### config.mk
export PLATFORM = sky130hd
export DESIGN_NAME = diff_integ
export DESIGN_NICKNAME = d
export VERILOG_FILES = /design/src/rtl/diff_integ.sv
export SDC_FILE = /design/constraint.sdc
export NUM_CORES = 1
export LEC_CHECK = 0
export CAP_MARGIN = 20
export CORE_UTILIZATION = 44
export DETAILED_ROUTE_END_ITERATION = 16
export PLACE_DENSITY = 0.84
export SYNTH_ARGS = -nofsm -noshare
export SYNTH_HDL_FRONTEND = slang
export SYNTH_SLANG_ARGS = --single-unit
### constraint.sdc
create_clock -name clk_i -period 1.6 [get_ports clk_i]
set_input_delay 0.32 -clock clk_i [delete_from_list [all_inputs] [get_ports clk_i]]
set_output_delay 0.32 -clock clk_i [all_outputs]
set_load 0.005 [all_outputs]
### src/rtl/diff_integ.sv
`timescale 1ns/1ps
// ---------------------------------------------------------------------------
// diff_integ -- stream integrator, the inverse of diff.
//
// Accepts signed first-difference samples and emits the running sum.
// The running sum wraps modulo 2^INPUT_WIDTH, so diff followed by diff_integ
// reproduces the original unsigned sample stream.
//
// Ports:
//   clk_i        clock, all state updates on the rising edge
//   rst_ni       asynchronous active-low reset
//   in_valid_i   difference sample present
//   in_ready_o   block can take a sample this cycle (registered, no path
//                from out_ready_i)
//   in_data_i    two's-complement difference, INPUT_WIDTH+1 bits
//   out_valid_o  reconstructed sample present
//   out_ready_i  consumer accepts this cycle
//   out_data_o   reconstructed unsigned sample, INPUT_WIDTH bits
//   overflow_o   sticky range-violation flag (only with DIFF_INTEG_OVF_EN)
//
// Build option:
//   DIFF_INTEG_OVF_EN  when defined, adds overflow_o. It is set on any
//                      transfer whose true sum leaves [0, 2^INPUT_WIDTH-1].
// ---------------------------------------------------------------------------
module diff_integ #(
  parameter int INPUT_WIDTH = 4
) (
  input  logic                   clk_i,
  input  logic                   rst_ni,
  input  logic                   in_valid_i,
  output logic                   in_ready_o,
  input  logic [INPUT_WIDTH:0]   in_data_i,
  output logic                   out_valid_o,
  input  logic                   out_ready_i,
`ifdef DIFF_INTEG_OVF_EN
  output logic                   overflow_o,
`endif
  output logic [INPUT_WIDTH-1:0] out_data_o
);

  localparam int W = INPUT_WIDTH;

  // Occupancy of the two-entry output skid buffer.
  typedef enum logic [1:0] {
    EMPTY = 2'd0,
    ONE   = 2'd1,
    FULL  = 2'd2
  } state_e;

  state_e       state_q, state_d;
  logic [W-1:0] acc_q, acc_d;
  logic [W-1:0] head_q, head_d;
  logic [W-1:0] tail_q, tail_d;
  logic         push, pop;
  logic [W+1:0] sumFull;
  logic [W-1:0] accNext;

  // Full-precision sum: zero-extended accumulator plus sign-extended
  // difference. The low W bits are the wrapped result; the top two bits are
  // nonzero exactly when the true sum lies outside [0, 2^W-1].
  assign sumFull = {2'b00, acc_q} + {in_data_i[W], in_data_i};
  assign accNext = sumFull[W-1:0];

  assign push = in_valid_i && in_ready_o;
  assign pop  = out_valid_o && out_ready_i;

  // State register.
  always_ff @(posedge clk_i or negedge rst_ni) begin
    if (!rst_ni) begin
      state_q <= EMPTY;
    end else begin
      state_q <= state_d;
    end
  end

  // Next-state logic. A push is impossible in FULL because in_ready_o is low.
  always_comb begin
    state_d = state_q;
    case (state_q)
      EMPTY: if (push) state_d = ONE;
      ONE: begin
        if (push && !pop)      state_d = FULL;
        else if (!push && pop) state_d = EMPTY;
      end
      FULL:  if (pop) state_d = ONE;
      default: state_d = EMPTY;
    endcase
  end

  // Output decode. Both handshake outputs depend on registered state only.
  always_comb begin
    in_ready_o  = (state_q != FULL);
    out_valid_o = (state_q != EMPTY);
    out_data_o  = head_q;
  end

  // Accumulator and buffer slots. head is always the entry on out_data_o.
  // A simultaneous push and pop in ONE replaces head directly. A pop from
  // FULL promotes tail into head.
  always_comb begin
    acc_d  = acc_q;
    head_d = head_q;
    tail_d = tail_q;
    if (push) acc_d = accNext;
    case (state_q)
      EMPTY: if (push) head_d = accNext;
      ONE: begin
        if (push && pop) head_d = accNext;
        else if (push)   tail_d = accNext;
      end
      FULL:  if (pop) head_d = tail_q;
      default: ;
    endcase
  end

  always_ff @(posedge clk_i or negedge rst_ni) begin
    if (!rst_ni) begin
      acc_q  <= '0;
      head_q <= '0;
      tail_q <= '0;
    end else begin
      acc_q  <= acc_d;
      head_q <= head_d;
      tail_q <= tail_d;
    end
  end

`ifdef DIFF_INTEG_OVF_EN
  logic ovf_q, ovf_d;

  // Sticky: once any accepted sum leaves the representable range, the flag
  // stays set until reset.
  always_comb begin
    ovf_d = ovf_q | (push && (sumFull[W+1:W] != 2'b00));
  end

  always_ff @(posedge clk_i or negedge rst_ni) begin
    if (!rst_ni) begin
      ovf_q <= 1'b0;
    end else begin
      ovf_q <= ovf_d;
    end
  end

  assign overflow_o = ovf_q;
`else
  // Without range checking, wrap-around is silent and the carry bits are
  // not needed.
  logic unusedSumMsbs;
  assign unusedSumMsbs = ^sumFull[W+1:W];
`endif

endmodule

* After elaboration in Yosys (flattened, before gate mapping)
Cells that the tools add are included.
Operators by class: $add $sub $neg 1, multiply operators 0, div/mod/pow operators 0, order comparisons 0, eq/ne operators 7, shift operators 0, mux-type cells 9, bitwise gates (word level) 1, reduce and logical (&&, ||, !) cells 13
Operators with widths (count):
- $mux 4 | 3
- $pmux 4 s3 | 1
- $mux 2 | 4
- $ne 2x2->1 const B | 4
- $pmux 2 s3 | 1
- $reduce_and 3->1 | 2
- $logic_and 1x1->1 | 5
- $add 4x4->4 | 1
- $reduce_and 4->1 | 1
- $ne 3x3->1 const B | 1
- $reduce_bool 3->1 | 1
- $eq 2x1->1 const B | 1
- $eq 2x2->1 const B | 1
- $logic_not 1->1 | 2
- $logic_not 2->1 | 1
- $reduce_bool 2->1 | 1
- $not 1->1 | 1
Word-level totals: register bits 14, latch bits 0, RAM bits 0, bits in read-only memories 0, input bits 9, output and inout port bits 6, logic and storage cells 35, memories 0

* Logic depth before layout (Yosys ltp)
depth after elaboration 7, gate-level depth with buffers 9, depth with buffers taken out 8

* Worst setup path before layout
OpenSTA, ideal clock, no wires.
kind reg2reg, from register state_q[0], to register tail_q[0], setup time 0.125 ns, arrival time 1.626 ns, required time 1.475 ns, slack -0.151 ns, stages on the path, launching flop included 8, path buffers 1, clock period less this slack 1.751 ns, cell sequence dfrtp_1 > buf_2 > nand2b_2 > nand2_1 > inv_1 > ha_1 > nand3b_1 > mux2_2
Between the ends: cells in the longest elaborated chain, start to end 5, elaborated cells on any way between the ends 8, classes of those cells eq/ne (2); bitwise (1); reduce/logical (5)
RTL lines:
- start, declared | RTL line 50 | state_e state_q, state_d;
- start signal, assigned | RTL line 72 | state_q <= state_d;
- $ne 2x2->1 * | RTL line 92 | in_ready_o = (state_q != FULL);
- named net in_ready_o | RTL line 31 | output logic in_ready_o,
- $logic_and 1x1->1 * | RTL line 64 | assign push = in_valid_i && in_ready_o;
- named net push | RTL line 54 | logic push, pop;
- $logic_and 1x1->1 | RTL line 108 | if (push && pop) head_d = accNext;
- $not 1->1 (no source line)
- $reduce_and 3->1 (no source line) *
- end signal, assigned | RTL line 124 | tail_q <= tail_d;
- end, declared | RTL line 53 | logic [W-1:0] tail_q, tail_d;
The timed path passes the listed nets; every way through them passes the cells marked *. A chain may end at the register's enable or synchronous reset.

* Worst setup path after layout
from register state_q[1], to register state_q[1]
Between the ends: cells in the longest elaborated chain, start to end 6, elaborated cells on any way between the ends 17, classes of those cells eq/ne (6); mux (2); reduce/logical (9)
RTL lines (RTL line):
- $ne 2x2->1 or $reduce_bool 2->1 (tied branches) | 92, 93
- $logic_and 1x1->1 (on tied branches) | 64, 65
- $logic_not 1->1 (on tied branches) | 83, 82
- $logic_and 1x1->1 (on tied branches) | 83, 82
- $ne 3x3->1 (no source line) or $mux 2 (tied branches)
- $reduce_and 3->1 (no source line) or $pmux 2 s3 (tied branches)
Parallel ways exist; a longest one is shown, timed or not.

==> key figures <==
Outcome
  – Status: complete, but fails checks
  – Failing checks: negative setup slack

Synthesis
  – Cell count after synthesis: 70
  – Post-synthesis adder-cell area fraction: 11.0%
  – Sequential share of the synthesized area: 46.7%
  – Netlist cell types: 25
  – Complex-gate fraction of the synthesized area: 12.2%
  – Post-synthesis xor/xnor area fraction: 4.67%
  – EDFF count, synth: 0
  – Largest family of logic cells by synthesized area: simple AND/OR/NAND/NOR gates
  – Top FF cell, synth: dfrtp_1
  – Syn nets: 85
  – Top cell type's share of synthesized area: 46.7%
  – Post-synth ARST share: 100%
  – Area contributors post-synth: dfrtp_1 47%, ha_1 8.3%, mux2i_1 4.0%
  – Syn_area_per_cell: 10.7 µm²
  – Warnings from Yosys: 0
  – Post-synth top area cell: dfrtp_1
  – Mux share of post-synthesis cell area: 8.50%
  – Cell Area, Synth: 751 µm²
  – Post-synth top cells: 14 x dfrtp_1, 7 x nand2_1, 6 x nor2_1, 6 x o21ai_0
  – Simple-Gate Fraction of Synth Area: 13.8%
  – Seq cells post-synth: 14
  – Count leader, synth: dfrtp_1

Flow run
  – Max Cap Viol: 0

Clock network
  – Clock Sinks: 14
  – CTS tree: built
  – H-tree depth: 1
  – Worst-path clk slew: 0.10 ns
  – Root Driver: clkbuf_4
  – CTS max path bufs: 2
  – Clk_lat worst skew: 0.28 ns
  – Total CTS buffers: 3

Critical path
  – Crit-path slowest cell: dfrtp_2
  – CP Cell Sequence: or2_4, nand2_4, ha_2, nand3b_1, buf_4, buf_4, o22ai_2
  – Worst-path maximum fanout: 3
  – Crit-path max cell delay: 0.43 ns
  – Critical Path RT: 1.80 ns
  – Critical Path AT: 1.82 ns
  – Crit path kind: register to register
  – CP top delay family: simple AND/OR/NAND/NOR gates
  – Crit path buf inv count: 2
  – Crit path top cell by count: buf_4
  – Crit. End Element: register
  – Critical path startpoint category: register
  – Setup slack, reg-to-reg: -0.02 ns

STA
  – Final min period: 1.62 ns
  – Measured slew at the worst slew-check pin: 0.233 ns
  – Max Clk Rate: 0.618 GHz
  – Clk_skew: 0.00732 ns
  – Worst slew margin: 84.1%
  – Final WS setup: -0.0177 ns
  – Final worst-path cycle share: 101%
  – RSZ-0062 raised after global routing: yes
  – Final setup vio count: 1
  – Final Hold Vio Count: 0
  – Final Max Tran Viols: 0

Pwr
  – VDD IR max: 0.00120 V
  – Total chip power: 2.18 mW
  – Sw Pwr: 0.817 mW
  – Gate power share: 58.5%
  – Leak: 0.540 nW
  – Flop pwr share: 29.7%
  – Sw Ratio: 37.4%
  – Clock Power Share: 11.8%
  – Pwr Density: 1880 nW/µm²
  – Internal: 1.37 mW

Global routing
  – Gr busiest metal: met2
  – Vias in the first global route: 670
  – GR Util met2: 38.5%
  – Initial antenna violation count: 0
  – Global-route wire length before repair: 2930 µm
  – GRT met3 Usage: 2.98%
  – Pin count of the biggest net entering global routing: 15
  – Total GRT Usage: 21.3%
  – Met1 usage: 25.3%
  – Total congestion overflow: 0

Final layout
  – Fin util: 75.3%
  – Antenna diode instance count: 0
  – Area Growth Syn to Fin: 54.7%
  – Final instance area: 1160 µm²
  – Nets: 115
  – Layout cells sized above 1: 42.4%

Routing
  – Vias per cell: 5.30
  – Detailed-route wire length per cell: 16.0 µm
  – Antenna-violating nets left: 0
  – Routed vias: 609
  – DRT iter0 DRCs: 7
  – Final wirelength: 1840 µm
  – DR pass1 iterations: 4
  – Residual DRC count: 0

Floorplanning
  – Die area: 1880 µm²
  – Row cnt: 14
  – IO Count: 15
  – Die height: 43.3 µm
  – Die width: 43.3 µm
  – Initial Utilization: 48.7%
  – Core ar.: 1540 µm²

Placed design
  – Placed cell areas: 998 µm²
  – Setup WS pre-CTS: -0.375 ns
  – Placer Congestion: 0.795
  – DPL Wire Length: 1130 µm
  – IO buf count: 13

Hold path
  – Worst min path class: input pin to asynchronous set/reset pin
-- repair_timing --
action / in CTS / in global routing
pin swaps: 5 / 6
setup endpoints to repair: 9 / 12
resized for setup: 14 / 20
setup buffers: 0 / 2
hold buffers: 0 / 0
-- routing by layer --
layer / part of all wire [%] / wire, µm / vias to the layer above
met3: 3.2 / 59 / 4
met1: 42 / 776 / 294
met5: 0 / 0 / -
li1: - / - / 299
met2: 53 / 973 / 12
met4: 1.6 / 29 / 0
-- flip-flops by register name, indices dropped and copies added (netlist names) --
name        flops
acc_q           4
tail_q          4
out_data_o      4
state_q         2
-- kinds of logic after synthesis --
| logic type | count (synthesis) |
|---|---|
| and+or+nand+nor | 19 |
| DFF | 14 |
| muxes | 6 |
| xor gates and xnor gates | 4 |
| adders and majority gates | 6 |
| AOI/OAI and AO/OA | 15 |
| buffers and inverters | 6 |
-- worst paths after layout --
check	from	end	depth (start not counted)
max in group asynchronous	rst_ni	state_q[1]	2
hold reg to reg	tail_q[3]	tail_q[3]	2
min in group clk_i	tail_q[3]	tail_q[3]	2
setup / recovery	state_q[1]	state_q[1]	7
setup reg to reg	state_q[1]	state_q[1]	7
hold / removal	rst_ni	tail_q[3]	2
-- per-stage QoR --
step	std cells	setup TNS [ns]	hold slack, ns
6_report	115	-0.0177	0.365
5_1_grt	115	-0.403	0.380
4_1_cts	113	0	0.364
3_5_place_dp	109	-2.84	0.471
3_3_place_gp	109	-2.47	0.455
2_1_floorplan	70	0	0.0244
-- layout make-up --
cell class              instances  area, µm²
inverters                       5       21.3
flip-flops and latches         14        352
multi-input cells              50        490
clock buffers                   4       36.3
well taps                      16       20.0
repair buffers                 26        241
fillers                       101        380
-- power by group through the flow --
stage	Sequential (mW)	Combinational, mW	Clock (mW)
3_3_place_gp	0.630	0.942	0
5_1_grt	0.674	1.39	0.273
6_report	0.648	1.28	0.258
2_1_floorplan	0.636	0.580	0
3_5_place_dp	0.643	0.973	0
4_1_cts	0.636	1.09	0.259
-- layout by cell type (no fill, tap or decap), types with 3 or more instances in the layout --
cell / instances
nor2_1: 3
dfrtp_1: 13
clkdlybuf4s50_1: 10
nand2_1: 5
buf_4: 11
o21ai_0: 3
inv_1: 3
clkbuf_4: 3
o21ai_1: 3
(Power assumes the default switching activity.)
